==> src/rtl/fake_sink.sv <==
// Test sink that accepts valid/ready beats, records the last payload and counts transfers.
// The stall input forces backpressure so sources can be exercised against a stalled consumer.
module fake_sink #(
  parameter int unsigned DATA_WIDTH    = 8,
  parameter int unsigned COUNTER_WIDTH = 4
) (
  input  logic                     clk,
  input  logic                     reset_n,
  input  logic [DATA_WIDTH-1:0]    data,
  input  logic                     valid,
  output logic                     ready,
  input  logic                     stall,
  output logic [DATA_WIDTH-1:0]    last_value,
  output logic [COUNTER_WIDTH-1:0] num_values
);

  logic transfer;

  // ready is purely combinational so that reset and stall gate acceptance in the same cycle.
  always_comb begin
    ready    = reset_n & ~stall;
    transfer = valid & ready;
  end

  always_ff @(posedge clk) begin
    if (!reset_n) begin
      last_value <= '0;
      num_values <= '0;
    end else if (transfer) begin
      last_value <= data;
      num_values <= num_values + 1'b1;
    end
  end

endmodule

==> config.mk <==
export PLATFORM = sky130hd
export DESIGN_NAME = fake_sink
export DESIGN_NICKNAME = d
export VERILOG_FILES = /design/src/rtl/fake_sink.sv
export SDC_FILE = /design/constraint.sdc
export NUM_CORES = 1
export LEC_CHECK = 0
export ABC_AREA = 1
export ABC_CLOCK_PERIOD_IN_PS = 1350
export CORE_AREA = 2 2 39 41
export DETAILED_ROUTE_END_ITERATION = 8
export DIE_AREA = 0 0 41 43
export HOLD_SLACK_MARGIN = 0.08
export PLACE_DENSITY = 0.85
export SLEW_MARGIN = 0
export SYNTH_ARGS = -nofsm -noshare
export SYNTH_HDL_FRONTEND = slang
export SYNTH_SLANG_ARGS = --single-unit
==> constraint.sdc <==
create_clock -name clk -period 1.35 [get_ports clk]
set_input_delay 0.135 -clock clk [delete_from_list [all_inputs] [get_ports clk]]
set_output_delay 0.135 -clock clk [all_outputs]
set_load 0.05 [all_outputs]
==> key figures <==
Clocking
  – Hold buffers post-CTS: 0
  – Clk sinks: 12
  – Postcts setup bufs: 0
  – CTS Root Cell: clkbuf_4
  – CTS tree: built
  – Clock Path Buffers: 2
  – CTS Buf Count: 3
  – H-tree level count: 1
  – Post-cts gate resize count: 0
  – Clock transition at the registers of the reported paths: about 70 ps
  – Skew-Pair Late Insertion Delay: between 200 and 300 ps

Layout
  – Commonest non-fill, non-tap cell in the layout: nand2_1
  – Nets: 106
  – Share of cells above drive strength 1: 0.2527
  – Number of fill cells in the layout: between 100 and 150
  – Seq. cell area: 240.2 um2
  – # diodes: 0
  – Most frequent cells in the layout: nand2_1, buf_12, dfxtp_1, nand3_1, clkdlybuf4s50_1
  – Area Overhead vs Synth: 84.17%
  – Area of the multi-input gates: between 200 and 250 um2

Yosys
  – Post-synthesis instance total: between 60 and 70
  – Number of flops mapped to enable cells by yosys: 0
  – Post-synth ARST share: 0
  – Sequential area share after synthesis: 0.4824
  – Mapped Avg Cell Area: approximately 7.9 um2
  – Prevailing post-synth register cell: dfxtp_1
  – Count of cell types in the netlist: 15
  – Register bit total from synthesis: 12
  – Number of synthesis warnings: 0
  – Post-Syn Area: approximately 500 um2
  – Mapped Nets: between 70 and 80

Routing
  – Routed vias/inst: roughly 4.5
  – Iter 0 DRT Violations: 3
  – Pre-Repair DR Iteration Count: 3
  – Total number of vias: 484
  – Met3 wire len: roughly 100 um
  – DR WL met2: approximately 540 um
  – Wl on met1: 436 um
  – DRC errors left: 0
  – Routed Wire Length: roughly 1100 um
  – Max Used Layer: met3
  – Average routed wire per standard cell: ~10 um
  – Post-route ant nets: 0

Critical path
  – R2R cell count: 5
  – Buf+Inv Stages, Crit Path: 3
  – Setup CP Type: in2out
  – Worst path cell trace: clkdlybuf4s50_1, nand2_2, inv_1, buf_12
  – Worst Path Required: 1220 ps
  – R2r endpoint: num_values[2]
  – R2r setup slk: 340 ps
  – Slowest-stage cell, CP: clkdlybuf4s50_1
  – Crit path capture type: output port
  – Crit path launch type: input port
  – Critical path's largest stage delay: between 500 and 600 ps
  – Crit Reg-Reg Startpoint: num_values[0]
  – Top delay family on crit path: buffers and inverters
  – Crit path DAT: approximately 1000 ps
  – Crit-path max FO: 3

Hold path
  – Hold Path Stages: 3
  – Hold crit path type: in2reg
  – Hold worst-path end: last_value[1]
  – Hold Crit Start: data[1]

STA
  – Actual slew at the worst max-slew pin: 222.7 ps
  – Max frequency: between 800 and 900 MHz
  – Fin crit period: around 1200 ps
  – Final hold vios: 0
  – Tcrit/Tclk final: 0.8630
  – RSZ-0062 raised after global routing: false
  – Post-route clock skew: around 7.1 ps
  – Setup TNS Final: 0 ps
  – Final setup violation count: 0
  – Relative slew slack: 0.8513
  – Final slew viol count: 0

Global route
  – Largest net degree at the start of global routing: 13
  – Total grt overflow: 0
  – Total track usage: 0.1567
  – Initial antenna violation count: 0
  – First-pass GRT wire length: 1918 um
  – Vias in the first global route: between 400 and 500

Power
  – Pleak: between 0.0004 and 0.0005 uW
  – Cell Pwr Density: 869.8 nW/um2
  – Peak supply drop: approximately 0.0006 V
  – Final Power: around 800 uW

Floorplan
  – Initial core utilization: 0.3599
  – Core area: 1384 um2
  – Die height: about 43 um
  – Die width: about 41 um
  – Io pins: 25
  – FP Rows: 14
  – Die Area: between 1500 and 2000 um2

Flow run
  – Number of max-cap violations: 0

Place
  – GP Congestion: slightly below 0.8
  – I/O Buffers: 24
  – Final HPWL from detailed placement: roughly 870 um

Outcome
  – Status: finished, final reports clean
## flip-flops by register name, indices dropped and copies added, names as in the netlist
name	cells
last_value	8
num_values	4
## cell families after synthesis
kind of cell / Yosys count / synth area share
AO/OA/AOI/OAI: 3 / 0.04271
flip-flops: 12 / 0.4824
AND/OR/NAND/NOR: 39 / 0.3719
buffers and inverters: 8 / 0.07787
adder cells (fa/ha/maj): 1 / 0.02512
## layer usage
| metal | up-vias | track usage |
|---|---|---|
| li1 | 256 | - |
| met1 | 210 | 0.1776 |
| met2 | 18 | 0.2531 |
| met3 | 0 | 0.07330 |
| met4 | 0 | 0.04000 |
| met5 | - | 0 |
## Yosys cell counts, types with 4 or more instances
cell type	count	area, um2
nand2_1	21	78.83
dfxtp_1	12	240.2
nand3_1	11	55.05
inv_1	5	18.77
nor2_1	4	15.01
## how the worst max path moves through the flow
stage | end | depth (start not counted) | start
finish | ready | 4 | reset_n
floorplan | num_values[2] | 5 | num_values[1]
global placement | num_values[2] | 6 | valid
detailed placement | num_values[2] | 6 | valid
global route | ready | 4 | reset_n
CTS | ready | 4 | reset_n
## metrics by stage
stage            util  hold WS [ps]  instances  area (um2)  worst slack, ps
2_1_floorplan       -         245.4         63       498.0            112.0
4_1_cts        0.6627         403.1        107       917.1            176.5
5_1_grt        0.6627         442.3        107       917.1            137.6
6_report       0.6627         409.6        107       917.1            185.0
3_5_place_dp   0.6465         500.6        104       894.6            57.75
3_3_place_gp   0.6465         488.1        104       894.6            79.25
## cell type report
class | count | area share
timing repair buffer | 27 | 0.4284
sequential | 12 | 0.2619
multi-input combinational | 43 | 0.2387
clock buffer | 3 | 0.02456
inverter | 6 | 0.02456
tap | 16 | 0.02183
## where the power goes
group	switching [uW]	internal, uW	total (uW)
clock network	98.7	103	201
logic	102	106	208
registers	18.8	370	388
## worst register-to-register path: cells and delay by family (launching register included)
family          cells  cell delay [ps]
compound gates      1              120
fa+ha+maj           1              210
flops               1              440
simple gates        1               80
buf+inv             2              100
Power figures use the tool's default switching activity.
==> variant 1 (same flow settings) <==
Change the parameter `DATA_WIDTH` from 8 to 12.
--- a/src/rtl/fake_sink.sv
+++ b/src/rtl/fake_sink.sv
@@ -1,7 +1,7 @@
 // Test sink that accepts valid/ready beats, records the last payload and counts transfers.
 // The stall input forces backpressure so sources can be exercised against a stalled consumer.
 module fake_sink #(
-  parameter int unsigned DATA_WIDTH    = 8,
+  parameter int unsigned DATA_WIDTH    = 12,
   parameter int unsigned COUNTER_WIDTH = 4
 ) (
   input  logic                     clk,
Ports: changed (resized data and last_value); port bits go from 25 to 33. The function was not compared with the original's and may differ.
==> variant 1 against the unedited design <==
Cell area increased by 30%; total power increased by 40%; setup slack got worse by 0.020 ns; wire length increased by 46%; sequential cell count increased by 4; count of clock-buffer cells in the layout increased by 1; area after synthesis increased by 31%; largest power group unchanged.
==> variant 1: results (changes against the unedited design) <==
outcome completed; top cells by area, synth dfxtp_1 (49%), nand2_1 (17%), nand3_1 (12%), buf_6 (5.2%), inv_1 (2.9%); Top Layer Used met4; number of synthesis warnings 0 (unchanged); Metal-1 WL 587 µm (+35%); adder-cell share of the synthesized area 0.01923 (-0.005895); Fill cells 81 (-26%); gp weighted congestion 0.6700 (-13%); worst-path fanout max 3 (unchanged); Leak Pwr 0.0005435 µW (+31%); Setup crit start reset_n; clock root buffer clkbuf_4; Synth Area in Compound Gates 0.02692 (-0.01579); Hold WC Path Type input port to register; dominant synthesized flop cell dfxtp_1; routed wl met2 780 µm (+46%); initial antenna violation count 0 (unchanged); largest net degree at the start of global routing 17 (+4); total iterations of the first detailed-routing run 4 (+1); Max VDD drop 0.7027 mV (+17%); Synth cell types 15 (unchanged); Worst-Skew Late Latency 0.29 ns (+0.03 ns); total track usage 0.2191 (+0.06234); CP arrival 1.05 ns (+0.02 ns); H-tree Lvls 1 (unchanged); R2R Path Start num_values[1]$_SDFFE_PN0P_; top flop regs last_value: 12 flops, num_values: 4 flops; vias 663 (+37%); skew final 0.005396 ns (-0.001702 ns); post-detail-place hpwl 1203 µm (+39%); hold path start data[7]; register bank with the most flops last_value; vias in the first global route 647 (+32%); fin nets 136 (+28%); Max-slew headroom 0.8462 (-0.005122); CTS clk-pin slew, worst paths 0.09 ns (+0.02 ns); share of layout cells above drive strength 1 0.2542 (+0.001490); Port-buffer cells 32 (+33%); ant diodes 0 (unchanged); Syn Nets 98 (+29%); proportion of synthesized area in mux cells 0 (unchanged); final WL 1567 µm (+46%); postcts setup bufs 0 (unchanged); Post-CTS Resized 0 (unchanged); global-route wire length before repair 2559 µm (+33%); clock tree buffer depth 2 (unchanged); Iter 0 DRT Violations 7 (+4); synth cell count leaders nand2_1 (29), dfxtp_1 (16), nand3_1 (15), inv_1 (5), nor2_1 (4); XOR/XNOR share of the synthesized area 0 (unchanged); post-synthesis sequential area ratio 0.4923 (+0.009896); CTS Buf Count 3 (unchanged); placed cell areas 1160 µm² (+30%); WL met3 165 µm (+65%); ys async rst share 0 (unchanged)
-- variant 1: kinds of logic (layout without fill, tap and decap cells) --
| kind of cell | count (synthesis) | count (layout) |
|---|---|---|
| simple gates | 51 | 51 |
| flops | 16 | 16 |
| buf+inv | 10 | 47 |
| compound gates | 3 | 3 |
| fa+ha+maj | 1 | 1 |
-- variant 1: per-layer routing --
metal	vias to the layer above	GRT usage
met1	296	0.2326
met5	-	0
met3	4	0.1099
met2	36	0.3438
met4	0	0.1000
li1	327	-
-- variant 1: area by class of cell --
type                            instances  area [µm²]  share of cell area
Clock buffer                            4       36.28             0.03033
Inverter                                6       22.52             0.01883
Multi-Input combinational cell         55       269.0              0.2249
Sequential cell                        16       320.3              0.2678
Tap cell                               16       20.02             0.01674
Timing Repair Buffer                   37       528.0              0.4414
-- variant 1: worst max-delay path: stages --
cell	delay [ns]
clkdlybuf4s50_1	0.59
nand2_4	0.08
inv_1	0.10
buf_12	0.14
-- variant 1: power by group --
group	switching, µW	internal, µW	leakage [µW]
Clock	153	164	0.0000210
Combinational	136	146	0.000392
Sequential	26.3	494	0.000131
-- variant 1: stage by stage --
stage / power (µW) / std cells / utilization / setup slack (ns)
2_1_floorplan: 650.3 / 81 / - / 0.1120
3_3_place_gp: 807.7 / 130 / 0.8382 / 0.09520
3_5_place_dp: 812.6 / 130 / 0.8382 / 0.06809
4_1_cts: 1123 / 134 / 0.8644 / 0.1524
5_1_grt: 1157 / 134 / 0.8644 / 0.1392
6_report: 1119 / 134 / 0.8644 / 0.1648
-- variant 1: path summary, 6_finish.rpt --
kind | cells after the start | end | slack (ns)
min reg2reg | 2 | last_value[2]$_SDFFE_PN0P_ | 0.50
min | 3 | last_value[7]$_SDFFE_PN0P_ | 0.37
max | 4 | ready | 0.16
max reg2reg | 5 | num_values[2]$_SDFFE_PN0P_ | 0.32
==> variant 2 (config.mk and constraints unchanged) <==
Without the edit above. Make the reset (`reset_n`) asynchronous in one clocked block.
--- a/src/rtl/fake_sink.sv
+++ b/src/rtl/fake_sink.sv
@@ -22,7 +22,7 @@
     transfer = valid & ready;
   end
 
-  always_ff @(posedge clk) begin
+  always_ff @(posedge clk or negedge reset_n) begin
     if (!reset_n) begin
       last_value <= '0;
       num_values <= '0;
Function: differs if reset_n is asserted again (counterexample within 4 cycles, from zero or initial values and one cycle with reset_n low); with reset_n held inactive, the same outputs for 10 cycles.
==> variant 2 against the unedited design <==
Wire length is 17% higher; highest routed layer is now met4; non-clock buffer count is 1 lower; cell area is 0.68% higher; register-to-register slack worse by 0.04 ns; first-iteration DRC count grew to 2.7 times the old value; area after synthesis is 1.8% higher; count of clock-buffer cells in the layout stayed put; setup slack worse by 0.013 ns; worst hold slack worse by 0.19 ns; core utilization is 0.45 points higher; sequential cell count stayed put; via count is 1.4% lower.
Power is not compared: it rests on default switching activity, and its combinational part moved more than twofold at a synthesized area within 25%.
==> variant 2: results (changes against the unedited design) <==
Port-buffer cells 24 (unchanged); clock root buffer clkbuf_4; CTS Buf Count 3 (unchanged); Worst R2R Setup Slack 0.30 ns (-0.04 ns); R2R Path Start num_values[0]$_DFFE_PN0P_; vias in the first global route 485 (-1.2%); Fill cells 100 (-8.3%); Crit Reg-Reg Endpoint num_values[2]$_DFFE_PN0P_; vias 477 (-1.4%); top cells by area, synth dfrtp_1 (59%), nand2_1 (24%), xnor2_1 (3.5%), ha_1 (2.5%), buf_6 (2.2%); outcome completed; Post-CTS Resized 0 (unchanged); Mapped Avg Cell Area 8.890 µm² (+12%); global-route wire length before repair 2104 µm (+9.7%); CTS clk-pin slew, worst paths 0.07 ns (about the same); initial antenna violation count 0 (unchanged); post-synthesis sequential area ratio 0.5926 (+0.1102); Hold WC Path Type input port to asynchronous set/reset pin; Post-Layout Cell Count 101 (-5.6%); post-detail-place hpwl 970.7 µm (+12%); total track usage 0.1836 (+0.02687); Hold Vio Cnt, Final 0 (unchanged); largest net degree at the start of global routing 15 (+2); Max-slew headroom 0.8197 (-0.03163); total iterations of the first detailed-routing run 4 (+1); postcts setup bufs 0 (unchanged); share of layout cells above drive strength 1 0.2471 (-0.005688); ys async rst share 1.000 (+1.000); skew final 0.001767 ns (-0.005331 ns); gp weighted congestion 0.7406 (-4.4%); worst-path fanout max 2 (-1); synth cell count leaders nand2_1 (33), dfrtp_1 (12), inv_1 (2), xnor2_1 (2); reg2reg path depth 3 (-2); WL/cell 12.44 µm (+24%); Iter 0 DRT Violations 8 (+5); placed cell count 98 (-5.8%); Synth cell types 12 (-3); Syn Nets 70 (-7.9%)
variant 2: changes by cell type after synthesis, moves of 3 or more:
cell / change
nor2_1: -4
inv_1: -3
dfxtp_1: -12
nand2_1: +12
dfrtp_1: +12
nand3_1: -10
variant 2: worst max path at each step:
stage / startpoint / to / slack, ns
floorplan: num_values[0]$_DFFE_PN0P_ / num_values[2]$_DFFE_PN0P_ / 0.13
global placement: reset_n / last_value[0]$_DFFE_PN0P_ / 0.02
detailed placement: reset_n / last_value[0]$_DFFE_PN0P_ / -0.05
CTS: reset_n / ready / 0.17
global route: reset_n / ready / 0.13
finish: reset_n / ready / 0.17
variant 2: area by class of cell:
class / count / share of cell area
sequential: 12 / 0.3252
inverter: 3 / 0.01355
clock buffer: 3 / 0.02439
tap: 16 / 0.02168
multi-input combinational: 41 / 0.1978
timing repair buffer: 26 / 0.4173
variant 2: critical path: stages:
cell	delay, ns
clkdlybuf4s50_1	0.49
inv_1	0.06
nor2_2	0.10
buf_4	0.13
buf_12	0.12
variant 2: metal layers:
layer / vias to the layer above / track usage / share of wire
met1: 219 / 0.2483 / 0.43
met3: 5 / 0.07853 / 0.070
met2: 24 / 0.2500 / 0.49
li1: 229 / - / -
met5: - / 0 / 0
met4: 0 / 0.08000 / 0.014
variant 2: cells by family (layout without fill, tap and decap cells):
kind of cell               count (synthesis)  count (layout)  share of synthesized area
xor gates and xnor gates                   2               2                    0.03457
buffers and inverters                      4              32                    0.04691
adders and majority gates                  1               1                    0.02469
and+or+nand+nor                           37              37                     0.2914
AOI/OAI and AO/OA                          1               1                   0.009867
DFF                                       12              12                     0.5926
variant 2: power by group:
| part | internal (µW) | switching (µW) | total [µW] |
|---|---|---|---|
| sequential | 452 | 157 | 609 |
| clock | 103 | 110 | 214 |
| combinational | 467 | 479 | 946 |
variant 2: metrics by stage:
step / hold WS [ns] / instance area, µm² / setup slack, ns / util
5_1_grt: 0.2258 / 923.4 / 0.1272 / 0.6673
4_1_cts: 0.2160 / 923.4 / 0.1708 / 0.6673
2_1_floorplan: -0.1606 / 506.7 / 0.1304 / -
3_3_place_gp: 0.4933 / 900.9 / 0.01970 / 0.6510
6_report: 0.2169 / 923.4 / 0.1720 / 0.6673
3_5_place_dp: 0.5042 / 900.9 / -0.05442 / 0.6510
